**config.mk**
```make
export PLATFORM = sky130hd
export DESIGN_NAME = aes_pipe_scheduler_flat
export DESIGN_NICKNAME = d
export VERILOG_FILES = /design/src/rtl/aes_pipe_scheduler_if.sv /design/src/rtl/aes_pipe_scheduler.sv /design/src/flat_wrapper.sv
export SDC_FILE = /design/constraint.sdc
export NUM_CORES = 2
export LEC_CHECK = 0
export BUFFER_PORTS_ARGS = -buffer_cell sky130_fd_sc_hd__buf_4
export CAP_MARGIN = 5
export CORE_AREA = 4 4 610 612
export CTS_BUF_LIST = sky130_fd_sc_hd__clkbuf_2
export CTS_CLUSTER_DIAMETER = 120
export DETAILED_ROUTE_END_ITERATION = 8
export DIE_AREA = 0 0 614 616
export HOLD_SLACK_MARGIN = 0.12
export PLACE_DENSITY_LB_ADDON = 0.2
export SYNTH_ARGS = -nofsm -noshare
export SYNTH_HDL_FRONTEND = slang
export SYNTH_SLANG_ARGS = --single-unit
```
**constraint.sdc**
```tcl
create_clock -name clk -period 12.19 [get_ports clk]
set_clock_uncertainty 0.05 [all_clocks]
set_input_delay 1.8285 -clock clk [delete_from_list [all_inputs] [get_ports clk]]
set_output_delay 1.8285 -clock clk [all_outputs]
set_load 0.05 [all_outputs]
```
**src/rtl/aes_pipe_scheduler_if.sv**
```systemverilog
// Requester and response bundle for the AES pipe scheduler.
//
// Handshake rules (both directions):
//  - A transfer happens on a rising clk edge where valid and ready are both 1.
//  - Requesters hold req_pt/req_key stable while req_valid is 1 and not yet
//    accepted. They may drop req_valid without a transfer.
//  - req_ready is one-hot or zero. It may rise only for a requester that is
//    presenting req_valid.
//  - rsp_valid stays high until a transfer. rsp_data/rsp_id stay stable
//    until that transfer.
interface aes_pipe_scheduler_if #(
  parameter int NREQ = 4,
  parameter int IDW  = 2
);
  logic [NREQ-1:0]     req_valid;
  logic [NREQ-1:0]     req_ready;
  logic [NREQ*128-1:0] req_pt;
  logic [NREQ*128-1:0] req_key;
  logic                rsp_valid;
  logic                rsp_ready;
  logic [127:0]        rsp_data;
  logic [IDW-1:0]      rsp_id;

  // Requester and consumer side.
  modport master (
    output req_valid, req_pt, req_key, rsp_ready,
    input  req_ready, rsp_valid, rsp_data, rsp_id
  );

  // Scheduler side.
  modport slave (
    input  req_valid, req_pt, req_key, rsp_ready,
    output req_ready, rsp_valid, rsp_data, rsp_id
  );
endinterface

```
**src/rtl/aes_pipe_scheduler.sv**
```systemverilog
// Shares one non-stalling, fixed-latency AES-128 core among NREQ requesters.
//
// Arbitration is round-robin. A tag pipe tracks each block's owner alongside
// the core. Admission is credit based: fifo_count + inflight never exceeds
// FIFO_DEPTH. Because of that, every block that leaves the core has a free
// FIFO slot, even when the consumer stalls.
module aes_pipe_scheduler #(
  parameter int NREQ       = 4,
  parameter int LAT        = 10,
  parameter int FIFO_DEPTH = 16,
  parameter int IDW        = $clog2(NREQ)
) (
  input  logic                     clk,
  input  logic                     rst,
  aes_pipe_scheduler_if.slave      bus,
  output logic [127:0]             aes_p,
  output logic [127:0]             aes_k,
  input  logic [127:0]             aes_c,
  output logic [$clog2(LAT+1)-1:0] inflight
);

  localparam int IFW  = $clog2(LAT + 1);
  localparam int AW   = (FIFO_DEPTH > 1) ? $clog2(FIFO_DEPTH) : 1;
  localparam int CNTW = $clog2(FIFO_DEPTH + 1);

  logic [IDW-1:0]  rr_last;
  logic [CNTW-1:0] fifo_count;
  logic [31:0]     occupancy;
  logic            issue_ok;
  logic            any_req;
  logic [IDW-1:0]  grant;
  logic [IDW-1:0]  cand;
  int unsigned     rr_sum;
  logic            issue;
  logic            capture;
  logic            pop;

  logic [LAT-1:0]  tag_v;
  logic [IDW-1:0]  tag_id [LAT];

  logic [127:0]    mem_data [FIFO_DEPTH];
  logic [IDW-1:0]  mem_id   [FIFO_DEPTH];
  logic [AW-1:0]   wr_ptr;
  logic [AW-1:0]   rd_ptr;

  function automatic logic [AW-1:0] ptr_inc(input logic [AW-1:0] p);
    return (p == AW'(FIFO_DEPTH - 1)) ? '0 : p + AW'(1);
  endfunction

  // Credit: blocks still owed to the FIFO (in the core or stored) must leave room.
  always_comb begin
    occupancy = 32'(fifo_count) + 32'(inflight);
    issue_ok  = !rst && (occupancy < 32'(FIFO_DEPTH));
  end

  // Round-robin search that starts just after the last winner.
  always_comb begin
    any_req = 1'b0;
    grant   = '0;
    cand    = '0;
    rr_sum  = 0;
    for (int k = 1; k <= NREQ; k++) begin
      rr_sum = 32'(rr_last) + 32'(k);
      if (rr_sum >= 32'(NREQ)) rr_sum = rr_sum - 32'(NREQ);
      cand = IDW'(rr_sum);
      if (!any_req && bus.req_valid[cand]) begin
        any_req = 1'b1;
        grant   = cand;
      end
    end
  end

  // Only the winner sees ready. A bubble drives zeros into the core.
  always_comb begin
    issue         = issue_ok && any_req;
    bus.req_ready = '0;
    aes_p         = '0;
    aes_k         = '0;
    if (issue) begin
      bus.req_ready[grant] = 1'b1;
      aes_p = bus.req_pt[{grant, 7'd0} +: 128];
      aes_k = bus.req_key[{grant, 7'd0} +: 128];
    end
  end

  // The priority pointer moves to the winner only when a block actually issues.
  always_ff @(posedge clk) begin
    if (rst)        rr_last <= IDW'(NREQ - 1);
    else if (issue) rr_last <= grant;
  end

  // Tag pipe. The last stage lines up with the cycle the core presents aes_c.
  always_ff @(posedge clk) begin
    if (rst) begin
      tag_v <= '0;
    end else begin
      tag_v[0] <= issue;
      for (int i = 1; i < LAT; i++) tag_v[i] <= tag_v[i-1];
    end
  end

  // Tag ids need no reset; they only matter when the valid bit is set.
  always_ff @(posedge clk) begin
    tag_id[0] <= grant;
    for (int i = 1; i < LAT; i++) tag_id[i] <= tag_id[i-1];
  end

  assign capture = tag_v[LAT-1];

  // Count of valid tags. Issue and capture in the same cycle cancel out.
  always_ff @(posedge clk) begin
    if (rst) begin
      inflight <= '0;
    end else begin
      case ({issue, capture})
        2'b10:   inflight <= inflight + IFW'(1);
        2'b01:   inflight <= inflight - IFW'(1);
        default: inflight <= inflight;
      endcase
    end
  end

  assign bus.rsp_valid = (fifo_count != '0);
  assign bus.rsp_data  = mem_data[rd_ptr];
  assign bus.rsp_id    = mem_id[rd_ptr];
  assign pop           = bus.rsp_valid && bus.rsp_ready;

  // Storage writes. Credit guarantees a free slot whenever capture is set.
  always_ff @(posedge clk) begin
    if (capture) begin
      mem_data[wr_ptr] <= aes_c;
      mem_id[wr_ptr]   <= tag_id[LAT-1];
    end
  end

  // FIFO pointers and count. Reset discards everything that was stored.
  always_ff @(posedge clk) begin
    if (rst) begin
      wr_ptr     <= '0;
      rd_ptr     <= '0;
      fifo_count <= '0;
    end else begin
      if (capture) wr_ptr <= ptr_inc(wr_ptr);
      if (pop)     rd_ptr <= ptr_inc(rd_ptr);
      case ({capture, pop})
        2'b10:   fifo_count <= fifo_count + CNTW'(1);
        2'b01:   fifo_count <= fifo_count - CNTW'(1);
        default: fifo_count <= fifo_count;
      endcase
    end
  end

endmodule

```
**src/flat_wrapper.sv**
```systemverilog
// flat-port wrapper written by rule: the top's interface ports become plain ports
module aes_pipe_scheduler_flat 
#(
  parameter int NREQ       = 4,
  parameter int LAT        = 10,
  parameter int FIFO_DEPTH = 16,
  parameter int IDW        = $clog2(NREQ)
)
  (clk, rst, aes_p, aes_k, aes_c, inflight, bus_req_valid, bus_req_pt, bus_req_key, bus_rsp_ready, bus_req_ready, bus_rsp_valid, bus_rsp_data, bus_rsp_id);
  aes_pipe_scheduler_if #(.NREQ(NREQ), .IDW(IDW)) bus_i ();
  input  logic clk;
  input  logic rst;
  output logic [127:0] aes_p;
  output logic [127:0] aes_k;
  input  logic [127:0] aes_c;
  output logic [$clog2(LAT+1)-1:0] inflight;
  input wire logic [$bits(bus_i.req_valid)-1:0] bus_req_valid;
  input wire logic [$bits(bus_i.req_pt)-1:0] bus_req_pt;
  input wire logic [$bits(bus_i.req_key)-1:0] bus_req_key;
  input wire logic [$bits(bus_i.rsp_ready)-1:0] bus_rsp_ready;
  output wire logic [$bits(bus_i.req_ready)-1:0] bus_req_ready;
  output wire logic [$bits(bus_i.rsp_valid)-1:0] bus_rsp_valid;
  output wire logic [$bits(bus_i.rsp_data)-1:0] bus_rsp_data;
  output wire logic [$bits(bus_i.rsp_id)-1:0] bus_rsp_id;
  assign bus_i.req_valid = bus_req_valid;
  assign bus_i.req_pt = bus_req_pt;
  assign bus_i.req_key = bus_req_key;
  assign bus_i.rsp_ready = bus_rsp_ready;
  assign bus_req_ready = bus_i.req_ready;
  assign bus_rsp_valid = bus_i.rsp_valid;
  assign bus_rsp_data = bus_i.rsp_data;
  assign bus_rsp_id = bus_i.rsp_id;
  aes_pipe_scheduler #(.NREQ(NREQ), .LAT(LAT), .FIFO_DEPTH(FIFO_DEPTH), .IDW(IDW)) u_core (.clk(clk), .rst(rst), .bus(bus_i), .aes_p(aes_p), .aes_k(aes_k), .aes_c(aes_c), .inflight(inflight));
endmodule
```
==> flow_summary.json <==
{
  "status": "finished clean",
  "antenna_found_initial": 412,
  "dp_slack_ns": 4.583,
  "p_leak_uw": 0.03807,
  "pwr-share-seq": 0.521,
  "path_clk_slew_ns": 0.11,
  "min_period_ns": 8.107,
  "final_cell_mix": "2080 x edfxtp_1, 1636 x buf_4, 819 x clkbuf_2",
  "cts_tree": "built",
  "syn_area_mm2": 0.08785,
  "switchingPower_uw": 4717,
  "drc": 0,
  "power.density_mw_per_mm2": 138.8,
  "synthCells": 4127,
  "slew_violations": 0,
  "clock_power_share": 0.325,
  "post_cts_buffers": 0,
  "mappedNetlistNets": 5302,
  "first_pass_iters": 5,
  "timing.setup.tns_ns": 0,
  "cp_data_required_time_ns": 10.31,
  "total_power_uw": 15450,
  "initial_core_util": 0.2391,
  "start_kind": "register",
  "p_int_uw": 10740,
  "wl_met2_um": 265400,
  "rsz0062_at_grt": "false",
  "die_y_um": 616,
  "crit_fanout": 47,
  "cpMostUsedCell": "buf_4",
  "met3_length_um": 67900,
  "fin_ws_ns": 4.083,
  "postCtsResizedCells": 0,
  "gp_congestion": 1.360,
  "die_area_mm2": 0.3782,
  "wire_per_inst_um": 52.42,
  "top_layer_used": "met5",
  "nFillCells": 36770,
  "core_area_mm2": 0.3675,
  "postRouteAntennaNets": 0,
  "grt_start_max_net_pins": 121,
  "finalNonFillerCells": 11570,
  "worst-path-buf-inv": 2,
  "synthDistinctLibCells": 45,
  "ys.flop_type": "edfxtp_1",
  "drt_wl_total_um": 606400,
  "fmax_mhz": 123.4,
  "crit_chain": "ha_1 > a31o_2 > a21oi_1 > o21a_2 > nand2_8 > buf_4 > o22ai_1 > buf_4",
  "period_share": 0.6651,
  "critical_path_class": "reg2out",
  "drive_above_1_share": 0.4836,
  "yosysSeqAreaShare": 0.7231,
  "timing_hold_violations_final": 0,
  "io_buffer_count": 1553,
  "num_rows": 223,
  "synthArstFlopShare": 0,
  "vias": 57200,
  "clockBufferDepth": 4,
  "cp.arrival_ns": 6.23,
  "synth_edf_count": 2080,
  "cts_buffers": 568,
  "worst_setup_path_end_kind": "output pin",
  "setup_viol": 0,
  "ys_warn_count": 0,
  "grt_use_total": 0.3118,
  "cts_sinks": 2133,
  "grt_pass1_wl_um": 730600,
  "dp_hpwl_um": 471600,
  "io_pins": 1554,
  "worst_path_max_delay_cell": "o22ai_1",
  "wl_met1_um": 233100,
  "dpl.cell_count": 10340,
  "nets": 7335,
  "grt_pass1_vias": 56930,
  "maxCapViolations": 0,
  "overflow": 0,
  "switching_share": 0.3052,
  "cpPeakStageDelay_ns": 1.04,
  "viasPerCell": 4.945,
  "max-slew-margin-rel": 0.02606,
  "hold_buffers": 90,
  "clock-root-buffer": "clkbuf_2",
  "syn_area_per_cell_um2": 21.29,
  "ir_worst_vdd_uv": 55.21,
  "area_delta_synth_final_pct": 26.78,
  "hold_ws_ns": 0.2229,
  "drt_iter0_drc": 6455,
  "cp_top_family": "compound AO/OA/AOI/OAI gates",
  "final_common_cell": "edfxtp_1",
  "hold_path.class": "reg2reg",
  "die_x_um": 614,
  "tightestPinTransition_ns": 1.420,
  "ys_seq_elements": 2133,
  "insertion_delay_ns": 1.70,
  "h-tree-depth": 6,
  "p_comb_frac": 0.154
}
synthesized netlist by cell type (41+ instances only):
| library cell | instances | area, um^2 |
|---|---|---|
| a211oi_1 | 47 | 352.8 |
| a21oi_1 | 60 | 300.3 |
| buf_2 | 72 | 360.4 |
| buf_4 | 54 | 405.4 |
| buf_6 | 41 | 461.7 |
| clkbuf_1 | 98 | 367.9 |
| dfxtp_1 | 53 | 1061 |
| edfxtp_1 | 2080 | 62460 |
| mux2i_1 | 562 | 5625 |
| mux4_2 | 604 | 13600 |
| nor2b_1 | 60 | 375.4 |
| o22ai_1 | 256 | 1602 |
through the flow:
step | util | area [um^2]
2_1_floorplan | - | 87850
3_3_place_gp | 0.2857 | 105000
3_5_place_dp | 0.2858 | 105000
4_1_cts | 0.3018 | 110900
5_1_grt | 0.3023 | 111100
6_report | 0.3031 | 111400
kinds of logic after synthesis:
family / synth area share
flip-flops: 0.7231
buffers and inverters: 0.01944
XOR/XNOR: 0.0007976
AND/OR/NAND/NOR: 0.008033
AO/OA/AOI/OAI: 0.02729
multiplexers: 0.2190
adder cells (fa/ha/maj): 0.002364
layout make-up:
class	instances	area, um^2	area share
clock inverters	142	904.6	0.008123
repair buffers	1745	13550	0.1216
flip-flops and latches	2133	63540	0.5705
diodes	180	450.4	0.004044
inverters	12	52.55	0.0004718
clock buffers	819	4099	0.03680
well taps	4837	6052	0.05434
multi-input cells	1700	22730	0.2041
flip-flops by register name, summed over array words and instances (netlist names), named ones only:
signal	count
u_core.tag_id	20
u_core.fifo_count	5
u_core.tag_v	10
u_core.inflight	4
u_core.rr_last	2
u_core.mem_id	32
u_core.wr_ptr	4
u_core.rd_ptr	4
u_core.mem_data	2048
routing by layer:
| metal | track usage | vias up |
|---|---|---|
| met2 | 0.4648 | 3561 |
| met3 | 0.1348 | 1047 |
| li1 | - | 22220 |
| met1 | 0.3782 | 30200 |
| met5 | 0 | - |
| met4 | 0.1710 | 180 |
path summary, 6_finish.rpt:
path,from,to,slack (ns),depth (start not counted)
worst min register to register,u_core.tag_id[1][0],u_core.tag_id[2][0],0.22,0
worst max register to register,u_core.tag_v[9],u_core.mem_data[3][44],8.15,5
worst min-delay path,u_core.tag_id[1][0],u_core.tag_id[2][0],0.22,0
worst max-delay path,u_core.inflight[1],aes_p[36],4.08,8
power by group through the flow:
stage                     clock network, uW  logic (uW)  registers (uW)
after global placement                    0        2270            8220
after detailed placement                  0        2270            8220
after global routing                   5640        2370            8050
final                                  5030        2380            8050
after CTS                              5240        2310            8050
after floorplan                           0         915            8220
(Power assumes the default switching activity.)
